### src/rtl/hdr_fetch.sv
// Reads the most recently completed HDR frame from the SDRAM double buffer, one
// 128-bit word per req/ack transaction, and pushes each word into the display FIFO.
module hdr_fetch #(
    parameter int unsigned FRAME_WORDS = 38400,
    parameter logic [24:0] BUF0_BASE   = 25'hE1000,
    parameter logic [24:0] BUF1_BASE   = 25'h106800,
    parameter logic [24:0] ADDR_STEP   = 25'd4
) (
    input  logic         clk_133M,
    input  logic         rst,
    input  logic         frame_start,
    input  logic         hdr_last_frame,
    input  logic         ram_busy,
    input  logic         hdr_rd_ack,
    input  logic         rd_data_valid,
    input  logic [127:0] rd_data,
    input  logic         fifo_almost_full,
    output logic         rd_req,
    output logic [24:0]  rd_address,
    output logic         fifo_wr_en,
    output logic [127:0] fifo_data,
    output logic         frame_active,
    output logic         fetch_done,
    output logic         start_err
);

    typedef enum logic [2:0] {
        IDLE      = 3'd0,
        CHECK     = 3'd1,
        REQ       = 3'd2,
        WAIT_DATA = 3'd3,
        DONE      = 3'd4
    } state_t;

    localparam logic [15:0] LAST_CNT = 16'(FRAME_WORDS - 1);

    state_t         state, state_nx;
    logic [15:0]    cnt, cnt_nx;
    logic           rd_req_nx;
    logic [24:0]    rd_address_nx;
    logic           fifo_wr_en_nx;
    logic [127:0]   fifo_data_nx;
    logic           frame_active_nx;
    logic           fetch_done_nx;
    logic           start_err_nx;
    logic           take_word;

    // Next-state and next-output logic; a returned word may complete in the ack cycle.
    always_comb begin
        state_nx        = state;
        cnt_nx          = cnt;
        rd_req_nx       = rd_req;
        rd_address_nx   = rd_address;
        fifo_wr_en_nx   = 1'b0;
        fifo_data_nx    = fifo_data;
        frame_active_nx = frame_active;
        fetch_done_nx   = 1'b0;
        take_word       = 1'b0;
        start_err_nx    = start_err | (frame_start & (state != IDLE));

        case (state)
            IDLE: begin
                if (frame_start) begin
                    rd_address_nx   = hdr_last_frame ? BUF1_BASE : BUF0_BASE;
                    cnt_nx          = 16'd0;
                    frame_active_nx = 1'b1;
                    state_nx        = CHECK;
                end else begin
                    state_nx = IDLE;
                end
            end
            CHECK: begin
                if (!fifo_almost_full && !ram_busy) begin
                    rd_req_nx = 1'b1;
                    state_nx  = REQ;
                end else begin
                    state_nx = CHECK;
                end
            end
            REQ: begin
                if (hdr_rd_ack) begin
                    rd_req_nx = 1'b0;
                    state_nx  = WAIT_DATA;
                    take_word = rd_data_valid;
                end else begin
                    state_nx = REQ;
                end
            end
            WAIT_DATA: begin
                take_word = rd_data_valid;
            end
            DONE: begin
                fetch_done_nx   = 1'b1;
                frame_active_nx = 1'b0;
                cnt_nx          = 16'd0;
                state_nx        = IDLE;
            end
            default: begin
                state_nx = IDLE;
            end
        endcase

        if (take_word) begin
            fifo_data_nx  = rd_data;
            fifo_wr_en_nx = 1'b1;
            rd_address_nx = rd_address + ADDR_STEP;
            cnt_nx        = cnt + 16'd1;
            state_nx      = (cnt == LAST_CNT) ? DONE : CHECK;
        end else begin
            fifo_wr_en_nx = 1'b0;
        end
    end

    // State and output registers.
    always_ff @(posedge clk_133M or posedge rst) begin
        if (rst) begin
            state        <= IDLE;
            cnt          <= 16'd0;
            rd_req       <= 1'b0;
            rd_address   <= 25'd0;
            fifo_wr_en   <= 1'b0;
            fifo_data    <= 128'd0;
            frame_active <= 1'b0;
            fetch_done   <= 1'b0;
            start_err    <= 1'b0;
        end else begin
            state        <= state_nx;
            cnt          <= cnt_nx;
            rd_req       <= rd_req_nx;
            rd_address   <= rd_address_nx;
            fifo_wr_en   <= fifo_wr_en_nx;
            fifo_data    <= fifo_data_nx;
            frame_active <= frame_active_nx;
            fetch_done   <= fetch_done_nx;
            start_err    <= start_err_nx;
        end
    end

endmodule

### config.mk
export PLATFORM = sky130hd
export DESIGN_NAME = hdr_fetch
export DESIGN_NICKNAME = d
export VERILOG_FILES = /design/src/rtl/hdr_fetch.sv
export SDC_FILE = /design/constraint.sdc
export NUM_CORES = 1
export LEC_CHECK = 0
export ABC_AREA = 1
export BUFFER_PORTS_ARGS = -buffer_cell sky130_fd_sc_hd__buf_2
export CELL_PAD_IN_SITES_DETAIL_PLACEMENT = 2
export CELL_PAD_IN_SITES_GLOBAL_PLACEMENT = 2
export CORE_MARGIN = 3
export CORE_UTILIZATION = 30
export CTS_BUF_LIST = sky130_fd_sc_hd__clkbuf_8
export DETAILED_ROUTE_END_ITERATION = 16
export GPL_ROUTABILITY_DRIVEN = 0
export GPL_TIMING_DRIVEN = 1
export PLACE_DENSITY = 0.9
export SYNTH_ARGS = -nofsm -noshare
export SYNTH_HDL_FRONTEND = slang
export SYNTH_SLANG_ARGS = --single-unit
export TNS_END_PERCENT = 1
### constraint.sdc
create_clock -name clk_133M -period 9.45 [get_ports clk_133M]
set_input_delay 0.945 -clock clk_133M [delete_from_list [all_inputs] [get_ports clk_133M]]
set_output_delay 0.945 -clock clk_133M [all_outputs]
set_load 0.05 [all_outputs]
# After elaboration in Yosys (flattened, before gate mapping)
# Index checks and enable logic that the tools add are counted.
# totals
reg_bits	177
latch_bits	0
ram_bits	0
mem_bits_ro	0
out_inout_bits	158
n_memories	0
# classes
addsub	2
mul	0
div_mod_pow	0
n_lt_le_gt_ge	0
n_eq_ne	10
shifts	0
mux	22
n_bitwise	2
n_reduce_logical	14
# ops
op	count
25-bit 2-to-1 mux	3
16-bit 2-to-1 mux	2
16-bit case mux with 2 select lines	1
25-bit by 3-bit adder with 25-bit output (second input constant)	1
21-bit 2-to-1 mux	1
16-bit by 1-bit adder with 16-bit output (second input constant)	1
16-bit == test (second input constant)	1
3-bit case mux with 4 select lines	1
1-bit 2-to-1 mux	8
2-bit inequality test (second input constant)	4
2-bit nonzero test	4
3-bit by 2-bit == test with 1-bit output (second input constant)	2
3-bit 2-to-1 mux	2
1-bit case mux with 2 select lines	3
2-bit AND reduction	3
3-bit nonzero test	2
3-bit by 1-bit == test with 1-bit output (second input constant)	1
3-bit == test (second input constant)	1
3-bit zero test	1
3-bit inequality test (second input constant)	1
3-bit AND reduction	1
1-bit zero test	2
2-bit 2-to-1 mux	1
1-bit AND	1
other kinds (2)	2

# Longest topological paths before layout
# depth
word_depth	5
ltp_mapped	11

# Least setup slack after synthesis
# Ideal clock, no wire load.
# synth_timing
path_type	in2reg
startpoint	in rd_data_valid
endpoint	reg rd_address[24]
arrival_time_ns	1.687
required_time_ns	9.327
setup_slack_ns	7.640
stages	8
cell_sequence	inv_1 nor2_2 nand2_2 inv_2 buf_6 nand2_1 nor3b_1 nor2_1
# synth_via
elab_chain_cells	4
# synth_lines
item	line_no	rtl
start, declared	15	input logic rd_data_valid,
1-bit 2-to-1 mux	81	if (hdr_rd_ack) begin
1-bit case mux with 2 select lines (*)	61	case (state)
2-bit nonzero test (no line)	-	
2-bit AND reduction (no line)	-	
end signal, assigned	130	rd_address <= rd_address_nx;
end, declared	19	output logic [24:0] rd_address,
# Mark *: on every way between the ends. The rest lies on a longest branch, timed or not.
# A chain may end at the register's enable or synchronous reset.

# Worst setup path after layout
# layout_timing
startpoint	in rd_data_valid
endpoint	reg rd_address[9]
# Same word-level chain as after synthesis.

==> results.json <==
{
  "outcome": "finished, final reports clean",
  "yosysTopAreaCell": "dfrtp_1",
  "grt.total_usage": 0.2100,
  "max_clock_freq_mhz": 296.2,
  "worst_slew_pin_slew_ps": 1027,
  "period_share": 0.3572,
  "synth_area_per_cell_sq_um": 8.152,
  "postPlaceCellArea_sq_um": 9205,
  "rsz0062_at_grt": "false",
  "dieArea_sq_um": 26960,
  "arrival_ps": 3720,
  "reg2reg_from": "state[2]$_DFFE_PP0P_",
  "cts-root-buf": "clkbuf_8",
  "min_from": "start_err$_DFF_PP0_",
  "start_util": 0.3069,
  "num_rows": 57,
  "yosysWarnings": 0,
  "power.internal_mw": 1.638,
  "grt_pass1_wl_um": 44380,
  "worstSetupEndpointType": "register",
  "drt-initial-drc-count": 368,
  "clkSinkCount": 175,
  "htreeDepth": 4,
  "synth_edf_count": 0,
  "p_comb_frac": 0.529,
  "path_buf_inv": 4,
  "globalRouteOverflowTotal": 0,
  "syn_to_final_growth_pct": 27.91,
  "vias": 7237,
  "netlist_top_cells_area": "dfrtp_1, nand2_1, nor2_1",
  "clkTransAtPathRegs_ps": 100,
  "finish.instance_area_sq_um": 9604,
  "worstPathRequired_ps": 9800,
  "swShare": 0.5623,
  "cellPowerDensity_nw_per_um2": 389.7,
  "maxCapViolations": 0,
  "p_leak_nw": 5.351,
  "start_kind": "input port",
  "cts_tree": "done",
  "slew_headroom": 0.3155,
  "holdWs_ps": 474.6,
  "setup.worst_path.class": "in2reg",
  "min_path_type": "reg2reg",
  "yosysMostFrequentCell": "nand2_1",
  "postSynth.asyncResetShare": 1.000,
  "p_sw_mw": 2.105,
  "drt-pass1-iter-count": 4,
  "synth_area_sq_um": 7508,
  "drc_errors": 0,
  "hold_path_depth": 1,
  "finClkSkew_ps": 22.53,
  "setup_viol": 0,
  "nNetsFinal": 1338,
  "grt_max_degree": 88,
  "cp_max_fo": 85,
  "seq_area_frac_synth": 0.5832,
  "drv_slew": 0,
  "die_w_um": 164.2,
  "r2r-end": "rd_address[9]$_DFFE_PP0P_",
  "ff2ff_path_depth": 9,
  "finalHoldViolations": 0,
  "postCtsSetupBuffers": 0,
  "crit_family": "buffers and inverters",
  "clock_power_share": 0.142,
  "dp_hpwl_um": 20270,
  "crit_chain": "buf_2 > inv_1 > nor2_2 > nand2_4 > inv_4 > buf_4 > nand3_1 > nand3_1 > o21ai_0",
  "routed_wl_um": 27980,
  "ir_drop_uv": 177.5,
  "synthFlopType": "dfrtp_1",
  "yosys-top-cells-count": "nand2_1, dfrtp_1, nor2_1",
  "postRouteAntennaNets": 0,
  "antenna_found_initial": 5,
  "cpMostUsedCell": "nand3_1",
  "clock_latency_ps": 480,
  "io_buffers": 291,
  "p_seq_frac": 0.329,
  "cp_slowest_stage_delay_ps": 780,
  "crit_slowest_cell": "buf_4",
  "synth_top_area_share": 0.5832,
  "drive_gt1_frac": 0.2795,
  "ctsHoldBuffers": 0,
  "cts_resized": 0,
  "numCtsBuffers": 17,
  "core_area_sq_um": 24460,
  "holdPathEnd": "start_err$_DFF_PP0_",
  "cts_max_path_buffers": 2,
  "fin_tns_setup_ps": 0,
  "die_y_um": 164.2,
  "ios": 294,
  "dr_wl_met3_um": 1497,
  "ff2ff_setup_slack_ps": 6170,
  "period_minus_slack_ps": 3376,
  "synth-seq-cells": 175,
  "top_layer_used": "met5",
  "fin_util": 0.3926,
  "grt_pass1_vias": 8126,
  "synth.distinct_cells": 30,
  "synth_cells": 921,
  "via_per_inst": 4.699,
  "wl_per_cell_um": 18.17,
  "wl_met1_um": 10840,
  "met2WireLength_um": 14830
}
-- cell usage in the layout (no fill, tap or decap), drive strengths merged, types with 2 or more instances in the layout --
cell	count
nand2	496
nand4	9
clkinv	7
conb	2
buf	295
xor2	4
nor2	52
xnor2	3
diode	3
ha	2
dfrtp	175
inv	52
a21oi	12
nor3	6
clkbuf	18
nand3	33
o22ai	2
o21ai	38
-- cell type report --
cell class / instances / area [sq um]
fill: 2887 / 14860
sequential: 175 / 4379
multi-input combinational: 666 / 2758
timing repair buffer: 295 / 1486
tap: 324 / 405.4
clock buffer: 18 / 247.7
inverter: 45 / 176.4
clock inverter: 14 / 143.9
antenna: 3 / 7.507
-- cells by family (layout without fill, tap and decap cells) --
kind of cell,Yosys count,after routing,share of synthesized area
and+or+nand+nor,599,599,0.3149
buffers and inverters,81,372,0.05066
AOI/OAI and AO/OA,56,56,0.03916
DFF,175,175,0.5832
other,1,5,0.0004994
xor gates and xnor gates,7,7,0.008165
adders and majority gates,2,2,0.003332
-- layer usage --
| layer | vias up | GRT usage |
|---|---|---|
| met5 | - | 0 |
| met4 | 4 | 0.08112 |
| met3 | 47 | 0.04540 |
| met2 | 180 | 0.3720 |
| met1 | 3616 | 0.2480 |
| li1 | 3390 | - |
-- registers in the layout, indices dropped and copies added, names as in the netlist --
signal and flops:
cnt 16, start_err 1, state 3, rd_req 1, frame_active 1, fetch_done 1
fifo_wr_en 1, fifo_data 128, rd_address 23
-- stage by stage --
stage	worst slack [ps]	std cells	total power, mW
6_report	6074	1540	3.743
2_1_floorplan	3760	922	2.684
5_1_grt	5773	1540	3.979
4_1_cts	6132	1537	3.799
3_5_place_dp	5617	1505	3.245
3_3_place_gp	5614	1505	3.164
-- power groups by stage --
stage          clock network [mW]  logic [mW]  registers (mW)
2_1_floorplan                   0       0.484            2.20
3_3_place_gp                    0        1.94            1.22
3_5_place_dp                    0        2.01            1.24
4_1_cts                     0.552        2.01            1.24
5_1_grt                     0.582        2.12            1.27
6_report                    0.531        1.98            1.23
-- worst max path at each step --
stage | start | to | slack [ps] | cells after the start
2_1_floorplan | rst | cnt[0]$_DFFE_PP0P_ | 3760 | 1
3_3_place_gp | rd_data_valid | rd_address[9]$_DFFE_PP0P_ | 5610 | 9
3_5_place_dp | rd_data_valid | rd_address[9]$_DFFE_PP0P_ | 5620 | 9
4_1_cts | rd_data_valid | rd_address[9]$_DFFE_PP0P_ | 6130 | 9
5_1_grt | rd_data_valid | rd_address[11]$_DFFE_PP0P_ | 5770 | 10
6_report | rd_data_valid | rd_address[9]$_DFFE_PP0P_ | 6070 | 9
Note: power is estimated with default switching activity, not from simulation.
